**src/rtl/dual_port_ram_arbiter_pkg.sv**
```systemverilog
// Shared helpers for the dual-port RAM arbiter: modular index stepping used by
// both the round-robin picker and the pointer update.
package dual_port_ram_arbiter_pkg;

    function automatic int wrap_index(int base, int offset, int modulus);
        return (base + offset) % modulus;
    endfunction

endpackage

```
**src/rtl/dual_port_ram_arbiter_picker.sv**
```systemverilog
// Combinational round-robin picker: scans clients from the pointer and returns
// up to two grants, skipping port-1 candidates that conflict with the port-0 winner.
module round_robin_dual_picker
    import dual_port_ram_arbiter_pkg::*;
#(
    parameter int REQUESTERS  = 4,
    parameter int INDEX_WIDTH = $clog2(REQUESTERS)
) (
    input  logic [REQUESTERS-1:0]            valid,
    input  logic [INDEX_WIDTH-1:0]           pointer,
    input  logic [REQUESTERS*REQUESTERS-1:0] conflict,
    output logic [INDEX_WIDTH-1:0]           index_0,
    output logic [INDEX_WIDTH-1:0]           index_1,
    output logic                             grant_0,
    output logic                             grant_1
);

    logic [INDEX_WIDTH-1:0] candidate;

    // Bit a*REQUESTERS+b of conflict means clients a and b cannot share a cycle.
    always_comb begin
        index_0   = '0;
        index_1   = '0;
        grant_0   = 1'b0;
        grant_1   = 1'b0;
        candidate = '0;
        for (int k = 0; k < REQUESTERS; k++) begin
            candidate = INDEX_WIDTH'(wrap_index(int'(pointer), k, REQUESTERS));
            if (valid[candidate]) begin
                if (!grant_0) begin
                    grant_0 = 1'b1;
                    index_0 = candidate;
                end else if (!grant_1 &&
                             !conflict[int'(index_0)*REQUESTERS + int'(candidate)]) begin
                    grant_1 = 1'b1;
                    index_1 = candidate;
                end
            end
        end
    end

endmodule

```
**src/rtl/dual_port_ram_arbiter.sv**
```systemverilog
// Front-end scheduler for an external true dual-port RAM: round-robin grants to two ports
// and read-data routing. `DUAL_PORT_RAM_ARBITER_READ_WRITE_COLLISION_BLOCK_EN also blocks read/write same-address pairs.
module dual_port_ram_arbiter
    import dual_port_ram_arbiter_pkg::*;
#(
    parameter int REQUESTERS    = 4,
    parameter int WIDTH         = 8,
    parameter int DEPTH         = 16,
    parameter int READ_LATENCY  = 1,
    parameter int ADDRESS_WIDTH = $clog2(DEPTH),
    parameter int INDEX_WIDTH   = $clog2(REQUESTERS)
) (
    input  logic                            clock,
    input  logic                            reset,
    input  logic [REQUESTERS-1:0]           request_valid,
    output logic [REQUESTERS-1:0]           request_ready,
    input  logic [REQUESTERS-1:0]           request_write,
    input  logic [REQUESTERS*ADDRESS_WIDTH-1:0] request_address,
    input  logic [REQUESTERS*WIDTH-1:0]     request_write_data,
    output logic [REQUESTERS-1:0]           response_valid,
    output logic [REQUESTERS*WIDTH-1:0]     response_data,
    output logic                            port_0_access_enable,
    output logic                            port_0_write,
    output logic [ADDRESS_WIDTH-1:0]        port_0_address,
    output logic [WIDTH-1:0]                port_0_write_data,
    input  logic [WIDTH-1:0]                port_0_read_data,
    output logic                            port_1_access_enable,
    output logic                            port_1_write,
    output logic [ADDRESS_WIDTH-1:0]        port_1_address,
    output logic [WIDTH-1:0]                port_1_write_data,
    input  logic [WIDTH-1:0]                port_1_read_data
);

    logic [INDEX_WIDTH-1:0]           pointer;
    logic [REQUESTERS*REQUESTERS-1:0] conflict;
    logic [INDEX_WIDTH-1:0]           index_0, index_1;
    logic                             grant_0, grant_1;
    logic                             live_0, live_1;
    logic                             read_0, read_1;
    logic                             slot_valid_0, slot_valid_1;
    logic [INDEX_WIDTH-1:0]           slot_index_0, slot_index_1;

    always_comb begin
        conflict = '0;
        for (int a = 0; a < REQUESTERS; a++) begin
            for (int b = 0; b < REQUESTERS; b++) begin
                if (a != b && request_address[a*ADDRESS_WIDTH +: ADDRESS_WIDTH] ==
                              request_address[b*ADDRESS_WIDTH +: ADDRESS_WIDTH]) begin
`ifdef DUAL_PORT_RAM_ARBITER_READ_WRITE_COLLISION_BLOCK_EN
                    conflict[a*REQUESTERS + b] = request_write[a] | request_write[b];
`else
                    conflict[a*REQUESTERS + b] = request_write[a] & request_write[b];
`endif
                end
            end
        end
    end

    round_robin_dual_picker #(
        .REQUESTERS (REQUESTERS),
        .INDEX_WIDTH(INDEX_WIDTH)
    ) picker (
        .valid   (request_valid),
        .pointer (pointer),
        .conflict(conflict),
        .index_0 (index_0),
        .index_1 (index_1),
        .grant_0 (grant_0),
        .grant_1 (grant_1)
    );

    assign live_0 = grant_0 & ~reset;
    assign live_1 = grant_1 & ~reset;
    assign read_0 = live_0 & ~request_write[index_0];
    assign read_1 = live_1 & ~request_write[index_1];

    always_comb begin
        request_ready = '0;
        if (live_0) request_ready[index_0] = 1'b1;
        if (live_1) request_ready[index_1] = 1'b1;
    end

    assign port_0_access_enable = live_0;
    assign port_0_write         = live_0 & request_write[index_0];
    assign port_0_address       = live_0 ? request_address[int'(index_0)*ADDRESS_WIDTH +: ADDRESS_WIDTH] : '0;
    assign port_0_write_data    = live_0 ? request_write_data[int'(index_0)*WIDTH +: WIDTH] : '0;
    assign port_1_access_enable = live_1;
    assign port_1_write         = live_1 & request_write[index_1];
    assign port_1_address       = live_1 ? request_address[int'(index_1)*ADDRESS_WIDTH +: ADDRESS_WIDTH] : '0;
    assign port_1_write_data    = live_1 ? request_write_data[int'(index_1)*WIDTH +: WIDTH] : '0;

    // Resume the scan just past the last client served so each pair moves on.
    always_ff @(posedge clock) begin
        if (reset) begin
            pointer <= '0;
        end else if (grant_0) begin
            pointer <= INDEX_WIDTH'(wrap_index(int'(grant_1 ? index_1 : index_0), 1, REQUESTERS));
        end
    end

    generate
        if (READ_LATENCY == 1) begin : g_registered
            logic                   read_q_0, read_q_1;
            logic [INDEX_WIDTH-1:0] route_0, route_1;

            always_ff @(posedge clock) begin
                if (reset) begin
                    read_q_0 <= 1'b0;
                    read_q_1 <= 1'b0;
                    route_0  <= '0;
                    route_1  <= '0;
                end else begin
                    read_q_0 <= read_0;
                    read_q_1 <= read_1;
                    route_0  <= index_0;
                    route_1  <= index_1;
                end
            end

            // Gated by reset so a read in flight when reset rises is dropped at once.
            assign slot_valid_0 = read_q_0 & ~reset;
            assign slot_valid_1 = read_q_1 & ~reset;
            assign slot_index_0 = route_0;
            assign slot_index_1 = route_1;
        end else begin : g_combinational
            assign slot_valid_0 = read_0;
            assign slot_valid_1 = read_1;
            assign slot_index_0 = index_0;
            assign slot_index_1 = index_1;
        end
    endgenerate

    // The two ports always serve distinct clients, so the slots never overlap.
    always_comb begin
        response_valid = '0;
        response_data  = '0;
        if (slot_valid_0) begin
            response_valid[slot_index_0] = 1'b1;
            response_data[int'(slot_index_0)*WIDTH +: WIDTH] = port_0_read_data;
        end
        if (slot_valid_1) begin
            response_valid[slot_index_1] = 1'b1;
            response_data[int'(slot_index_1)*WIDTH +: WIDTH] = port_1_read_data;
        end
    end

endmodule

```
**config.mk**
```make
export PLATFORM = sky130hd
export DESIGN_NAME = dual_port_ram_arbiter
export DESIGN_NICKNAME = d
export VERILOG_FILES = /design/src/rtl/dual_port_ram_arbiter_pkg.sv /design/src/rtl/dual_port_ram_arbiter_picker.sv /design/src/rtl/dual_port_ram_arbiter.sv
export SDC_FILE = /design/constraint.sdc
export NUM_CORES = 1
export LEC_CHECK = 0
export ABC_CLOCK_PERIOD_IN_PS = 9100
export CELL_PAD_IN_SITES_DETAIL_PLACEMENT = 0
export CELL_PAD_IN_SITES_GLOBAL_PLACEMENT = 2
export CORE_MARGIN = 5
export CORE_UTILIZATION = 25
export CTS_CLUSTER_DIAMETER = 120
export CTS_CLUSTER_SIZE = 12
export DETAILED_ROUTE_END_ITERATION = 6
export PLACE_DENSITY_LB_ADDON = 0.2
export SLEW_MARGIN = 15
export SYNTH_ARGS = -nofsm -noshare
export SYNTH_HDL_FRONTEND = slang
export SYNTH_SLANG_ARGS = --single-unit
export TNS_END_PERCENT = 5
```
**constraint.sdc**
```tcl
create_clock -name clock -period 9.1 [get_ports clock]
set_input_delay 1.82 -clock clock [delete_from_list [all_inputs] [get_ports clock]]
set_output_delay 1.82 -clock clock [all_outputs]
set_load 0.005 [all_outputs]
```
==> flow_summary.json <==
{
  "area_delta_synth_final_pct": 51.8,
  "h-tree-depth": 1,
  "ir_drop_mv": 0.148,
  "drc": 0,
  "finalSetupViolations": 0,
  "post_cts_resized": 0,
  "initial_core_util": 0.257,
  "max_stage_delay_ns": 0.70,
  "arrival_ns": 6.64,
  "syn-num-nets": 476,
  "avgSynthCellArea_um2": 7.99,
  "synth_top_area_frac": 0.103,
  "whs_ns": 0.757,
  "min_period_ns": 8.46,
  "gp_congestion": 0.833,
  "grt_pass1_wl_um": 19400,
  "leakage_nw": 1.65,
  "coreArea_um2": 12100,
  "switchingPower_mw": 0.531,
  "drtIter0Drc": 179,
  "crit_chain": "clkdlybuf4s50_1, inv_1, nor2_1, nor2_1, o21ai_0, ha_1, nor2b_1, mux2i_2, nand2_2, o21a_1, o21ai_0, o32ai_4, or3b_1, nor2b_4, nand2b_1, o32ai_1, clkdlybuf4s50_1",
  "crit_type": "in -> out",
  "drive_above_1_share": 0.0936,
  "overflow": 0,
  "dieArea_um2": 14700,
  "hold_path.class": "reg -> reg",
  "ys_seq_elements": 8,
  "cp-start-kind": "primary input",
  "cts_made_buffers": 3,
  "clkPwrFrac": 0.062,
  "critPathSlowestCell": "clkdlybuf4s50_1",
  "final_nets": 603,
  "cts_root_buffer": "clkbuf_16",
  "finalWirelength_um": 11900,
  "fin_crit_sh": 0.930,
  "routedWlPerCell_um": 17.5,
  "p_seq_frac": 0.058,
  "ys_warn_count": 0,
  "antenna_found_initial": 0,
  "yosysSeqAreaShare": 0.0517,
  "combPwrFrac": 0.880,
  "cts.sinks": 8,
  "viasPerCell": 5.26,
  "grt_pass1_vias": 3652,
  "yosys-top-cells-count": "a22o_1, mux2i_1, nor2_1",
  "path_max_fanout": 17,
  "max_freq_mhz": 118,
  "clk_path_buf_depth": 2,
  "holdBufCountCts": 0,
  "tritoncts": "done",
  "synth_async_sr_flop_share": 0,
  "hpwl_um": 9420,
  "setup-tns-final_ns": 0,
  "fp-row-count": 40,
  "power_density_nw_per_um2": 248,
  "clock_skew_ns": 0.000675,
  "drv_slew": 0,
  "synth.most_common_cell": "a22o_1",
  "grt_max_degree": 31,
  "hold_viol_final": 0,
  "rsz0062_at_grt": "false",
  "status": "finished clean",
  "netlist_area_um2": 3100,
  "io-pin-count": 142,
  "yosysUniqueCellTypes": 70,
  "antenna_left": 0,
  "synthFlopType": "dfxtp_1",
  "tightest_slew_ns": 1.03,
  "post_cts_buffers": 0,
  "dr.pass1.iters": 4,
  "track_usage": 0.158,
  "port-buffer-count": 141,
  "cap_viol_max_count": 0,
  "clock_latency_ns": 0.23,
  "synth_edf_count": 0,
  "fp.dieW_um": 121,
  "die_y_um": 121,
  "netlist_instances": 388,
  "clk_pin_slew_ns": 0.04,
  "netSwitchingFraction": 0.456,
  "synth_top_area_cell": "mux2i_1",
  "via_count": 3581,
  "cp-end-kind": "output pin",
  "critPathRequiredTime_ns": 7.28,
  "intPower_mw": 0.634,
  "slew_headroom": 0.306,
  "synth.area.top_cells": "mux2i_1, mux4_2, a22o_1",
  "diodes": 0
}
## per-layer routing
layer / routed length [um] / track usage / vias to the layer above
li1: - / - / 1746
met1: 5490 / 0.211 / 1673
met2: 5140 / 0.253 / 160
met3: 1280 / 0.0517 / 2
met4: 40 / 0.0203 / 0
met5: 0 / 0 / -
## state kept, by name (all words and copies together) (netlist names)
signal / flops
g_registered.read_q_1: 1
pointer: 2
g_registered.route_1: 2
g_registered.route_0: 2
g_registered.read_q_0: 1
## metrics by stage
stage	utilization	area [um^2]	cells	setup slack [ns]	total power, mW
finish	0.390	4710	681	0.638	1.17
global route	0.390	4710	681	0.174	1.28
CTS	0.390	4710	681	0.586	1.18
detailed placement	0.384	4630	678	0.607	1.10
global placement	0.384	4630	678	0.729	1.10
floorplan	-	3100	388	2.32	0.774
## power groups by stage
stage          Combinational (mW)  Sequential (mW)  Clock [mW]
4_1_cts                      1.04           0.0676      0.0737
2_1_floorplan               0.708           0.0662           0
3_5_place_dp                 1.03           0.0680           0
5_1_grt                      1.13           0.0710      0.0757
3_3_place_gp                 1.03           0.0666           0
6_report                     1.03           0.0674      0.0719
## final cells by class
cell class	count	area [um^2]
sequential	8	160
timing repair buffer	151	1500
tap	168	210
multi-input combinational	337	2710
inverter	14	52.6
fill	1234	7360
clock buffer	3	75.1
## cells in the final DEF (no fill, tap or decap), types with 14 or more instances in the layout
master,instances
nor2_1,29
and2_1,17
a22o_1,33
mux2i_1,32
ha_1,14
o21ai_0,18
clkdlybuf4s50_1,141
nand3_1,14
xnor2_1,25
nand2_1,17
## cells by family (layout without fill, tap and decap cells)
group | after synthesis | count (layout) | synth area share
buffers and inverters | 43 | 168 | 0.0747
multiplexers | 48 | 48 | 0.211
adder cells (fa/ha/maj) | 14 | 14 | 0.0565
XOR/XNOR | 26 | 26 | 0.0734
AO/OA/AOI/OAI | 116 | 116 | 0.294
AND/OR/NAND/NOR | 133 | 133 | 0.239
flip-flops | 8 | 8 | 0.0517
## path summary, 6_finish.rpt
kind | start | end | slack (ns) | cells after the start
max | request_valid[1] | request_ready[1] | 0.64 | 17
min | pointer[0]$_SDFFE_PP0N_ | pointer[0]$_SDFFE_PP0N_ | 0.76 | 3
max reg2reg | pointer[0]$_SDFFE_PP0N_ | g_registered.read_q_1$_SDFF_PP0_ | 4.58 | 16
min reg2reg | pointer[0]$_SDFFE_PP0N_ | pointer[0]$_SDFFE_PP0N_ | 0.76 | 3
## critical path, delay by kind of cell
family	cells	cell delay, ns
adder cells (fa/ha/maj)	1	0.26
multiplexers	1	0.32
AND/OR/NAND/NOR	7	1.71
buffers and inverters	3	1.40
AO/OA/AOI/OAI	5	1.10
No activity file was read; power rests on OpenSTA's default activity.
